File: src/rtl/alu_share_if.sv
// ----------------------------------------------------------------------------
// alu_share_if
// Request/response bundle between the two ALU requesters and alu_share_ctrl.
//   req0_* / req1_* : valid/ready request channel carrying a, b and a 3-bit op
//   rsp0_* / rsp1_* : valid/ready response channel returning result, flags
//                     ({carry, zero, gt, overflow, negative}) and err
// Modports:
//   master : the requester side (scalar pipeline, vector path or a bench)
//   slave  : the scheduler side (alu_share_ctrl)
// ----------------------------------------------------------------------------
interface alu_share_if #(
   parameter int N = 24
);
   logic         req0_valid;
   logic         req0_ready;
   logic [N-1:0] req0_a;
   logic [N-1:0] req0_b;
   logic [2:0]   req0_op;

   logic         req1_valid;
   logic         req1_ready;
   logic [N-1:0] req1_a;
   logic [N-1:0] req1_b;
   logic [2:0]   req1_op;

   logic         rsp0_valid;
   logic         rsp0_ready;
   logic [N-1:0] rsp0_result;
   logic [4:0]   rsp0_flags;
   logic         rsp0_err;

   logic         rsp1_valid;
   logic         rsp1_ready;
   logic [N-1:0] rsp1_result;
   logic [4:0]   rsp1_flags;
   logic         rsp1_err;

   modport master (
      output req0_valid, req0_a, req0_b, req0_op,
      output req1_valid, req1_a, req1_b, req1_op,
      output rsp0_ready, rsp1_ready,
      input  req0_ready, req1_ready,
      input  rsp0_valid, rsp0_result, rsp0_flags, rsp0_err,
      input  rsp1_valid, rsp1_result, rsp1_flags, rsp1_err
   );

   modport slave (
      input  req0_valid, req0_a, req0_b, req0_op,
      input  req1_valid, req1_a, req1_b, req1_op,
      input  rsp0_ready, rsp1_ready,
      output req0_ready, req1_ready,
      output rsp0_valid, rsp0_result, rsp0_flags, rsp0_err,
      output rsp1_valid, rsp1_result, rsp1_flags, rsp1_err
   );
endinterface

File: src/rtl/alu_share_ctrl.sv
// ----------------------------------------------------------------------------
// alu_share_ctrl
// Time-shares one combinational N-bit ALU between port 0 (scalar pipeline)
// and port 1 (vector/coprocessor path). One operation is in flight at a time:
// IDLE accepts a request and registers its operands onto the ALU inputs, EXEC
// captures the ALU result/flags into the granted port's response registers,
// RESP holds the response until the consumer takes it.
//
// Ports:
//   clk        : rising-edge clock
//   rst        : synchronous, active-high reset
//   bus        : alu_share_if.slave, both request and response channels
//   alu_a/b    : registered ALU operand drive
//   alu_ctrl   : registered ALU opcode drive (7 = illegal, still driven)
//   alu_result : ALU result input
//   alu_flags  : ALU flags input {carry, zero, gt, overflow, negative}
//
// Build option:
//   ALU_SHARE_RR_EN defined   -> round-robin between ports on a tie
//   ALU_SHARE_RR_EN undefined -> port 0 always wins a tie
// ----------------------------------------------------------------------------
module alu_share_ctrl #(
   parameter int N = 24
) (
   input  logic         clk,
   input  logic         rst,
   alu_share_if.slave   bus,
   output logic [N-1:0] alu_a,
   output logic [N-1:0] alu_b,
   output logic [2:0]   alu_ctrl,
   input  logic [N-1:0] alu_result,
   input  logic [4:0]   alu_flags
);

   typedef enum logic [1:0] {
      IDLE,
      EXEC,
      RESP
   } state_t;

   localparam logic [2:0] OP_ILLEGAL = 3'd7;

   state_t state;
   logic   gnt;       // port being served: 0 or 1
   logic   pick1;     // port 1 wins arbitration this cycle
   logic   illegal;

`ifdef ALU_SHARE_RR_EN
   logic last_grant;

   // On a tie the port that was not served last wins.
   assign pick1 = bus.req1_valid && (!bus.req0_valid || !last_grant);
`else
   // Fixed priority: port 1 only wins when port 0 is idle.
   assign pick1 = bus.req1_valid && !bus.req0_valid;
`endif

   // NOTE: the readies are continuous assigns of state and request valids
   // only, so they can never become latches and have no path from rsp*_ready.
   assign bus.req0_ready = (state == IDLE) && bus.req0_valid && !pick1;
   assign bus.req1_ready = (state == IDLE) && pick1;

   assign illegal = (alu_ctrl == OP_ILLEGAL);

   // NOTE: all state below is updated with non-blocking assignments so every
   // register samples the values from before the edge, regardless of order.
   always_ff @(posedge clk) begin
      if (rst) begin
         state           <= IDLE;
         gnt             <= 1'b0;
`ifdef ALU_SHARE_RR_EN
         last_grant      <= 1'b1;
`endif
         alu_a           <= '0;
         alu_b           <= '0;
         alu_ctrl        <= '0;
         bus.rsp0_valid  <= 1'b0;
         bus.rsp0_result <= '0;
         bus.rsp0_flags  <= '0;
         bus.rsp0_err    <= 1'b0;
         bus.rsp1_valid  <= 1'b0;
         bus.rsp1_result <= '0;
         bus.rsp1_flags  <= '0;
         bus.rsp1_err    <= 1'b0;
      end else begin
         case (state)
            IDLE: begin
               if (bus.req0_valid || bus.req1_valid) begin
                  alu_a    <= pick1 ? bus.req1_a  : bus.req0_a;
                  alu_b    <= pick1 ? bus.req1_b  : bus.req0_b;
                  alu_ctrl <= pick1 ? bus.req1_op : bus.req0_op;
                  gnt      <= pick1;
`ifdef ALU_SHARE_RR_EN
                  last_grant <= pick1;
`endif
                  state    <= EXEC;
               end
            end

            EXEC: begin
               // An illegal opcode reports a clean zero result with err set;
               // whatever the ALU produced for it is ignored.
               if (!gnt) begin
                  bus.rsp0_valid  <= 1'b1;
                  bus.rsp0_result <= illegal ? '0 : alu_result;
                  bus.rsp0_flags  <= illegal ? '0 : alu_flags;
                  bus.rsp0_err    <= illegal;
               end else begin
                  bus.rsp1_valid  <= 1'b1;
                  bus.rsp1_result <= illegal ? '0 : alu_result;
                  bus.rsp1_flags  <= illegal ? '0 : alu_flags;
                  bus.rsp1_err    <= illegal;
               end
               state <= RESP;
            end

            RESP: begin
               // Result and flags are left in place after the handshake.
               if (gnt ? bus.rsp1_ready : bus.rsp0_ready) begin
                  bus.rsp0_valid <= 1'b0;
                  bus.rsp0_err   <= 1'b0;
                  bus.rsp1_valid <= 1'b0;
                  bus.rsp1_err   <= 1'b0;
                  state          <= IDLE;
               end
            end

            default: state <= IDLE;
         endcase
      end
   end

endmodule

File: src/flat_wrapper.sv
// flat-port wrapper written by rule: the top's interface ports become plain ports
module alu_share_ctrl_flat 
#(
   parameter int N = 24
)
  (clk, rst, alu_a, alu_b, alu_ctrl, alu_result, alu_flags, bus_req0_valid, bus_req0_a, bus_req0_b, bus_req0_op, bus_req1_valid, bus_req1_a, bus_req1_b, bus_req1_op, bus_rsp0_ready, bus_rsp1_ready, bus_req0_ready, bus_req1_ready, bus_rsp0_valid, bus_rsp0_result, bus_rsp0_flags, bus_rsp0_err, bus_rsp1_valid, bus_rsp1_result, bus_rsp1_flags, bus_rsp1_err);
  alu_share_if #(.N(N)) bus_i ();
  input  logic clk;
  input  logic rst;
  output logic [N-1:0] alu_a;
  output logic [N-1:0] alu_b;
  output logic [2:0] alu_ctrl;
  input  logic [N-1:0] alu_result;
  input  logic [4:0] alu_flags;
  input wire logic [$bits(bus_i.req0_valid)-1:0] bus_req0_valid;
  input wire logic [$bits(bus_i.req0_a)-1:0] bus_req0_a;
  input wire logic [$bits(bus_i.req0_b)-1:0] bus_req0_b;
  input wire logic [$bits(bus_i.req0_op)-1:0] bus_req0_op;
  input wire logic [$bits(bus_i.req1_valid)-1:0] bus_req1_valid;
  input wire logic [$bits(bus_i.req1_a)-1:0] bus_req1_a;
  input wire logic [$bits(bus_i.req1_b)-1:0] bus_req1_b;
  input wire logic [$bits(bus_i.req1_op)-1:0] bus_req1_op;
  input wire logic [$bits(bus_i.rsp0_ready)-1:0] bus_rsp0_ready;
  input wire logic [$bits(bus_i.rsp1_ready)-1:0] bus_rsp1_ready;
  output wire logic [$bits(bus_i.req0_ready)-1:0] bus_req0_ready;
  output wire logic [$bits(bus_i.req1_ready)-1:0] bus_req1_ready;
  output wire logic [$bits(bus_i.rsp0_valid)-1:0] bus_rsp0_valid;
  output wire logic [$bits(bus_i.rsp0_result)-1:0] bus_rsp0_result;
  output wire logic [$bits(bus_i.rsp0_flags)-1:0] bus_rsp0_flags;
  output wire logic [$bits(bus_i.rsp0_err)-1:0] bus_rsp0_err;
  output wire logic [$bits(bus_i.rsp1_valid)-1:0] bus_rsp1_valid;
  output wire logic [$bits(bus_i.rsp1_result)-1:0] bus_rsp1_result;
  output wire logic [$bits(bus_i.rsp1_flags)-1:0] bus_rsp1_flags;
  output wire logic [$bits(bus_i.rsp1_err)-1:0] bus_rsp1_err;
  assign bus_i.req0_valid = bus_req0_valid;
  assign bus_i.req0_a = bus_req0_a;
  assign bus_i.req0_b = bus_req0_b;
  assign bus_i.req0_op = bus_req0_op;
  assign bus_i.req1_valid = bus_req1_valid;
  assign bus_i.req1_a = bus_req1_a;
  assign bus_i.req1_b = bus_req1_b;
  assign bus_i.req1_op = bus_req1_op;
  assign bus_i.rsp0_ready = bus_rsp0_ready;
  assign bus_i.rsp1_ready = bus_rsp1_ready;
  assign bus_req0_ready = bus_i.req0_ready;
  assign bus_req1_ready = bus_i.req1_ready;
  assign bus_rsp0_valid = bus_i.rsp0_valid;
  assign bus_rsp0_result = bus_i.rsp0_result;
  assign bus_rsp0_flags = bus_i.rsp0_flags;
  assign bus_rsp0_err = bus_i.rsp0_err;
  assign bus_rsp1_valid = bus_i.rsp1_valid;
  assign bus_rsp1_result = bus_i.rsp1_result;
  assign bus_rsp1_flags = bus_i.rsp1_flags;
  assign bus_rsp1_err = bus_i.rsp1_err;
  alu_share_ctrl #(.N(N)) u_core (.clk(clk), .rst(rst), .bus(bus_i), .alu_a(alu_a), .alu_b(alu_b), .alu_ctrl(alu_ctrl), .alu_result(alu_result), .alu_flags(alu_flags));
endmodule
File: config.mk
export PLATFORM = sky130hd
export DESIGN_NAME = alu_share_ctrl_flat
export DESIGN_NICKNAME = d
export VERILOG_FILES = /design/src/rtl/alu_share_if.sv /design/src/rtl/alu_share_ctrl.sv /design/src/flat_wrapper.sv
export SDC_FILE = /design/constraint.sdc
export NUM_CORES = 1
export LEC_CHECK = 0
export ABC_CLOCK_PERIOD_IN_PS = 3800
export CORE_MARGIN = 4
export CORE_UTILIZATION = 55
export CTS_CLUSTER_SIZE = 28
export DETAILED_ROUTE_END_ITERATION = 7
export DONT_BUFFER_PORTS = 1
export PLACE_DENSITY = 0.8
export SYNTH_ARGS = -nofsm -noshare
export SYNTH_HDL_FRONTEND = slang
export SYNTH_SLANG_ARGS = --single-unit
export TNS_END_PERCENT = 100
File: constraint.sdc
create_clock -name clk -period 3.8 [get_ports clk]
set_input_delay 0.76 -clock clk [delete_from_list [all_inputs] [get_ports clk]]
set_output_delay 0.76 -clock clk [all_outputs]
set_load 0.1 [all_outputs]
==> results_dict.tcl, run 1 <==
set metrics [dict create \
    drt_pass1_iterations 5 \
    clk_latency_ns 0.50 \
    initialDrtViolationCount 187 \
    crit_path_end_kind "output pin" \
    pwr-share-comb_pct 7.7 \
    wirelength_um 12000 \
    dr_total_vias 3624 \
    setup_slack_ns 1.00 \
    dpl.hpwl_um 8180 \
    yosysWarnings 0 \
    reg2reg_setup_slack_ns 1.40 \
    reg2reg_depth 3 \
    p_seq_share_pct 53.7 \
    clkPwrFrac_pct 38.6 \
    grt_max_degree 64 \
    cp_max_fo 28 \
    port_buffers 0 \
    die_area_sq_um 9390 \
    drive_above_1_share_pct 10.7 \
    cts_tree "built" \
    coreArea_sq_um 7690 \
    worstHoldEndpoint "u_core.alu_a[11]" \
    clock-sinks 116 \
    maxCapViolCount 0 \
    n_antenna_cell 0 \
    setup_viol_count_final 0 \
    power_density_nw_per_um2 793 \
    via_per_inst 6.59 \
    min_path_type "primary input to flip-flop" \
    fmax_mhz 357 \
    hold_depth 1 \
    layout.cells.non_filler 550 \
    die_y_um 96.9 \
    fin_worst_skew_ns 0.0102 \
    routedWlPerCell_um 21.9 \
    r2r-start "u_core.alu_ctrl[0]" \
    grt_usage_pct 25.1 \
    synth_area_leaders "dfxtp_1 (53%), a22o_1 (12%), a311oi_1 (10%)" \
    cp.required_ns 3.04 \
    syn_area_sq_um 4350 \
    grt_first_pass_wirelength_um 19200 \
    p_sw_mw 1.51 \
    synthToLayoutAreaGrowth_pct 13.1 \
    synth_top_area_share_pct 53.4 \
    finalWeightedCongestion 0.840 \
    min_period_over_period_pct 73.6 \
    min_period_ns 2.80 \
    postSynthAreaPerCell_sq_um 9.51 \
    p_int_mw 2.39 \
    slew_headroom_pct 17.1 \
    synth.distinct_cells 27 \
    pre_cts_ws_ns 1.50 \
    synth-seq-area-share_pct 53.4 \
    vdd_drop_max_uv 389 \
    holdWs_ns 0.336 \
    post-route-drc-count 0 \
    antenna_found_initial 0 \
    clkTransAtPathRegs_ns 0.06 \
    tightest_slew_ns 1.24 \
    syn_inst 457 \
    holdBufCountCts 0 \
    p_leak_nw 1.89 \
    path_class "flip-flop to output pin" \
    tns_ns 0 \
    cts-resized-gates 0 \
    row_count 32 \
    synthesis.nets 594 \
    startpoint "u_core.state[1]" \
    place_inst 518 \
    status "finished clean" \
    start_util_pct 56.6 \
    final_common_cell "dfxtp_1" \
    die_w_um 96.9 \
    layout_common_cells "dfxtp_1 (116), nand2_1 (102), a22o_1 (58)" \
    grt.overflow.total 0 \
    cts_setup_buffers 0 \
    ant_nets 0 \
    r2r_end "u_core.bus.rsp0_result[3]" \
    io_pins 252 \
    finalHoldViolCount 0 \
    maxSlewViolCount 0 \
    h-tree-depth 4 \
    p_sw_share_pct 38.7 \
    ctsLongestPathBuffers 2 \
    cts_buffers 17 \
    postSynthRegisterBits 116 \
    arrival_ns 2.04 \
    grt_pass1_vias 3426 \
    hp-start "rst" \
    grt_setup_unrepaired "false" \
    yosysTopAreaCell "dfxtp_1" \
    startpoint_type "flip-flop" \
    fin_nets 572 \
    root_buffer "clkbuf_8" \
    finalPower_mw 3.90 \
]
-- per-layer routing --
layer	vias to the layer above	track usage, %	part of all wire [%]
met3	26	10.1	11
met1	1706	29.1	37
met4	0	10.7	2.4
met2	248	40.8	50
met5	-	0	0
li1	1644	-	-
-- power groups by stage --
| stage | clock network, mW | registers [mW] | logic, mW |
|---|---|---|---|
| final | 1.51 | 2.09 | 0.301 |
| after global routing | 1.60 | 2.10 | 0.333 |
| after CTS | 1.53 | 2.09 | 0.302 |
| after detailed placement | 0 | 2.11 | 0.301 |
| after global placement | 0 | 2.11 | 0.289 |
| after floorplan | 0 | 2.09 | 0.257 |
-- per-stage QoR --
step,cell area [sq um],util (%)
final,4920,64.0
after global routing,4920,64.0
after CTS,4920,64.0
after detailed placement,4350,56.6
after global placement,4350,56.6
after floorplan,4350,-
-- critical path, stage by stage (launching register included) --
cell and delay [ns]:
dfxtp_1 0.39, nor2_4 0.56, and2_1 0.28, buf_4 0.31
-- cells by family (layout without fill, tap and decap cells) --
logic type      after synthesis  count (layout)  share of synthesized area, %
flops                       116             116                          53.4
compound gates              167             167                          29.0
simple gates                124             124                          12.1
buf+inv                      49              40                          5.18
mux                           1               1                         0.259
-- registers in the layout, summed over array words and instances, names as in the netlist --
register,cells
u_core.alu_a,24
u_core.alu_b,24
u_core.alu_ctrl,3
u_core.bus.rsp0_err,1
u_core.bus.rsp0_flags,5
u_core.bus.rsp0_result,24
u_core.bus.rsp0_valid,1
u_core.bus.rsp1_err,1
u_core.bus.rsp1_flags,5
u_core.bus.rsp1_result,24
u_core.bus.rsp1_valid,1
u_core.gnt,1
u_core.state,2
-- synthesized netlist by cell type --
cell type / instances
dfxtp_1: 116
nor3_2: 1
nor2_1: 1
nor2b_4: 1
nand3_1: 1
nor3_1: 5
a21oi_1: 52
buf_6: 3
nand2_1: 102
or2_0: 1
mux2_2: 1
o21ai_0: 1
nor2b_1: 4
inv_1: 1
a31o_2: 2
clkbuf_1: 32
a311oi_1: 51
a31oi_1: 1
buf_2: 12
a22o_1: 58
and2_1: 2
nand3b_1: 1
buf_4: 1
o2bb2ai_1: 2
nand2b_1: 3
and3_1: 1
or3b_4: 1
-- layout make-up --
class	count	area, sq um
inverters	1	3.75
multi-input cells	292	1840
flip-flops and latches	116	2320
clock buffers	22	443
well taps	102	128
repair buffers	7	52.6
clock inverters	10	124
fillers	601	2770
-- worst max-delay path by stage --
stage / to / slack [ns] / cells past startpoint
2_1_floorplan: bus_req1_ready / 0.63 / 4
3_3_place_gp: u_core.bus.rsp0_flags[3] / 1.54 / 3
3_5_place_dp: u_core.alu_b[5] / 1.50 / 3
4_1_cts: bus_req0_ready / 0.99 / 3
5_1_grt: bus_req0_ready / 0.92 / 3
6_report: bus_req0_ready / 1.00 / 3
Note: power is estimated with default switching activity, not from simulation.
==> run 2, diff against run 1 <==
--- a/config.mk
+++ b/config.mk
@@ -5,7 +5,7 @@
 export SDC_FILE = /design/constraint.sdc
 export NUM_CORES = 1
 export LEC_CHECK = 0
-export ABC_CLOCK_PERIOD_IN_PS = 3800
+export ABC_CLOCK_PERIOD_IN_PS = 2600
 export CORE_MARGIN = 4
 export CORE_UTILIZATION = 55
 export CTS_CLUSTER_SIZE = 28
==> constraint.sdc (replaced) <==
create_clock -name clk -period 2.6 [get_ports clk]
set_input_delay 0.52 -clock clk [delete_from_list [all_inputs] [get_ports clk]]
set_output_delay 0.52 -clock clk [all_outputs]
set_load 0.1 [all_outputs]
==> run 2 against run 1 <==
Clock-buffer cell count fell by 4. Worst setup slack got worse by 0.74 ns. Worst hold slack got worse by 0.24 ns. Cell area rose by 19%. Global-route usage rose by 5.0 points. Sequential share of layout area fell by 7.7 points. Via count rose by 15%. Die area did not move. Non-clock buffer count rose by 115. Largest cell class unchanged. Clock power rose by 66%. Core utilization rose by 12 points. Combinational power rose to 5.7 times the previous value.
==> results_dict.tcl, run 2 (synthesis gave the netlist of run 1 again) <==
set metrics [dict create \
    status "finished clean" \
    cts_setup_buffers 0 \
    power_density_nw_per_um2 1060 \
    cp_max_fo 20 \
    path_class "flip-flop to output pin" \
    fin_nets 687 \
    port_buffers 0 \
    h-tree-depth 4 \
    seqCellArea_sq_um 2320 \
    grt_setup_unrepaired "false" \
    fin_worst_skew_ns 0.0110 \
    pwr-share-comb_pct 27.6 \
    clkTransAtPathRegs_ns 0.06 \
    ant_nets 0 \
    slew_headroom_pct 35.3 \
    busiest_layer "met2" \
    io_pins 252 \
    die_y_um 96.9 \
    multi_input_area_sq_um 1840 \
    p_sw_mw 2.31 \
    final_common_cell "buf_4" \
    cp.required_ns 2.08 \
    initialDrtViolationCount 252 \
    die_w_um 96.9 \
    post-route-drc-count 0 \
    grt.overflow.total 0 \
    setup_viol_count_final 0 \
    arrival_ns 1.82 \
    clk_latency_ns 0.50 \
    clkPwrFrac_pct 40.3 \
    startpoint "u_core.state[1]" \
    dr_total_vias 4176 \
    crit_path_end_kind "output pin" \
    p_leak_nw 2.54 \
    die_area_sq_um 9390 \
    drive_above_1_share_pct 29.5 \
    maxSlewViolCount 0 \
    dpl.hpwl_um 9630 \
    finalWeightedCongestion 0.888 \
    routedWlPerCell_um 21.8 \
    maxCapViolCount 0 \
    grt_pass1_vias 4221 \
    finalHoldViolCount 0 \
    antenna_found_initial 0 \
    tns_ns 0 \
    p_sw_share_pct 37.0 \
    ctsLongestPathBuffers 2 \
    r2r-start "u_core.state[1]" \
    min_period_over_period_pct 90.0 \
    grt_usage_pct 30.0 \
    cts_tree "built" \
    vdd_drop_max_uv 616 \
    fillerInstances 499 \
    min_path_type "primary input to flip-flop" \
    row_count 32 \
    wirelength_um 14500 \
    start_util_pct 56.6 \
    grtUsageMet1_pct 33.7 \
    layout_common_cells "buf_4 (121), dfxtp_1 (116), nand2_1 (102)" \
    drt_pass1_iterations 5 \
    grt_use_met2_pct 53.2 \
    cts-resized-gates 0 \
    clock-sinks 116 \
    setup_slack_ns 0.261 \
    hp-start "rst" \
    root_buffer "clkbuf_8" \
    p_seq_share_pct 32.1 \
    n_antenna_cell 0 \
    p_int_mw 3.93 \
    startpoint_type "flip-flop" \
    grt_first_pass_wirelength_um 22800 \
    min_period_ns 2.34 \
    cts_buffers 17 \
    holdBufCountCts 0 \
    coreArea_sq_um 7690 \
    via_per_inst 6.28 \
    fmax_mhz 427 \
    use_met3_pct 10.2 \
    synthToLayoutAreaGrowth_pct 35.0 \
    grt_max_degree 64 \
    tightest_slew_ns 0.970 \
    pre_cts_ws_ns 0.498 \
]
run 2: cell types whose count changed in the layout (fill, tap and decap cells not counted), moves of 2 or more:
cell,delta
buf_4,+114
bufinv_16,+3
clkbuf_1,-3
clkinv_4,+4
clkinvlp_4,-2
run 2: power groups by stage:
stage | registers [mW] | clock network (mW) | logic (mW)
after floorplan | 3.06 | 0 | 0.377
after global placement | 2.03 | 0 | 1.69
after detailed placement | 2.04 | 0 | 1.72
after CTS | 2.00 | 2.53 | 1.73
after global routing | 2.02 | 2.63 | 1.78
final | 2.01 | 2.51 | 1.73
run 2: per-layer routing:
metal	share of wire, %	up-vias
met2	52	266
met1	37	2001
met4	2.1	0
li1	-	1876
met5	0	-
met3	8.6	33
run 2: critical path, stage by stage, from the launching register on:
cell and delay, ns:
dfxtp_1 0.41, nor2_4 0.43, and2_1 0.19, buf_4 0.29
run 2: cell type report:
cell class	count	area share (%)
clock buffer	18	7.12
clock inverter	14	3.84
inverter	1	0.0640
multi-input combinational	292	31.4
sequential	116	39.6
tap	102	2.17
timing repair buffer	122	15.8
run 2: worst paths after layout:
kind,to,slack (ns),cells past startpoint
setup / recovery,bus_req0_ready,0.26,3
hold / removal,u_core.alu_a[11],0.1,1
setup reg to reg,u_core.alu_a[16],0.42,3
hold reg to reg,u_core.bus.rsp1_valid,0.48,1
run 2: through the flow:
| stage | std cells | util, % | cell area, sq um | power (mW) | hold WS (ns) |
|---|---|---|---|---|---|
| after floorplan | 457 | - | 4360 | 3.44 | 0.513 |
| after global placement | 633 | 68.0 | 5230 | 3.72 | 0.449 |
| after detailed placement | 633 | 68.0 | 5230 | 3.76 | 0.455 |
| after CTS | 665 | 76.4 | 5870 | 6.26 | 0.0692 |
| after global routing | 665 | 76.4 | 5870 | 6.43 | 0.0583 |
| final | 665 | 76.4 | 5870 | 6.25 | 0.0955 |
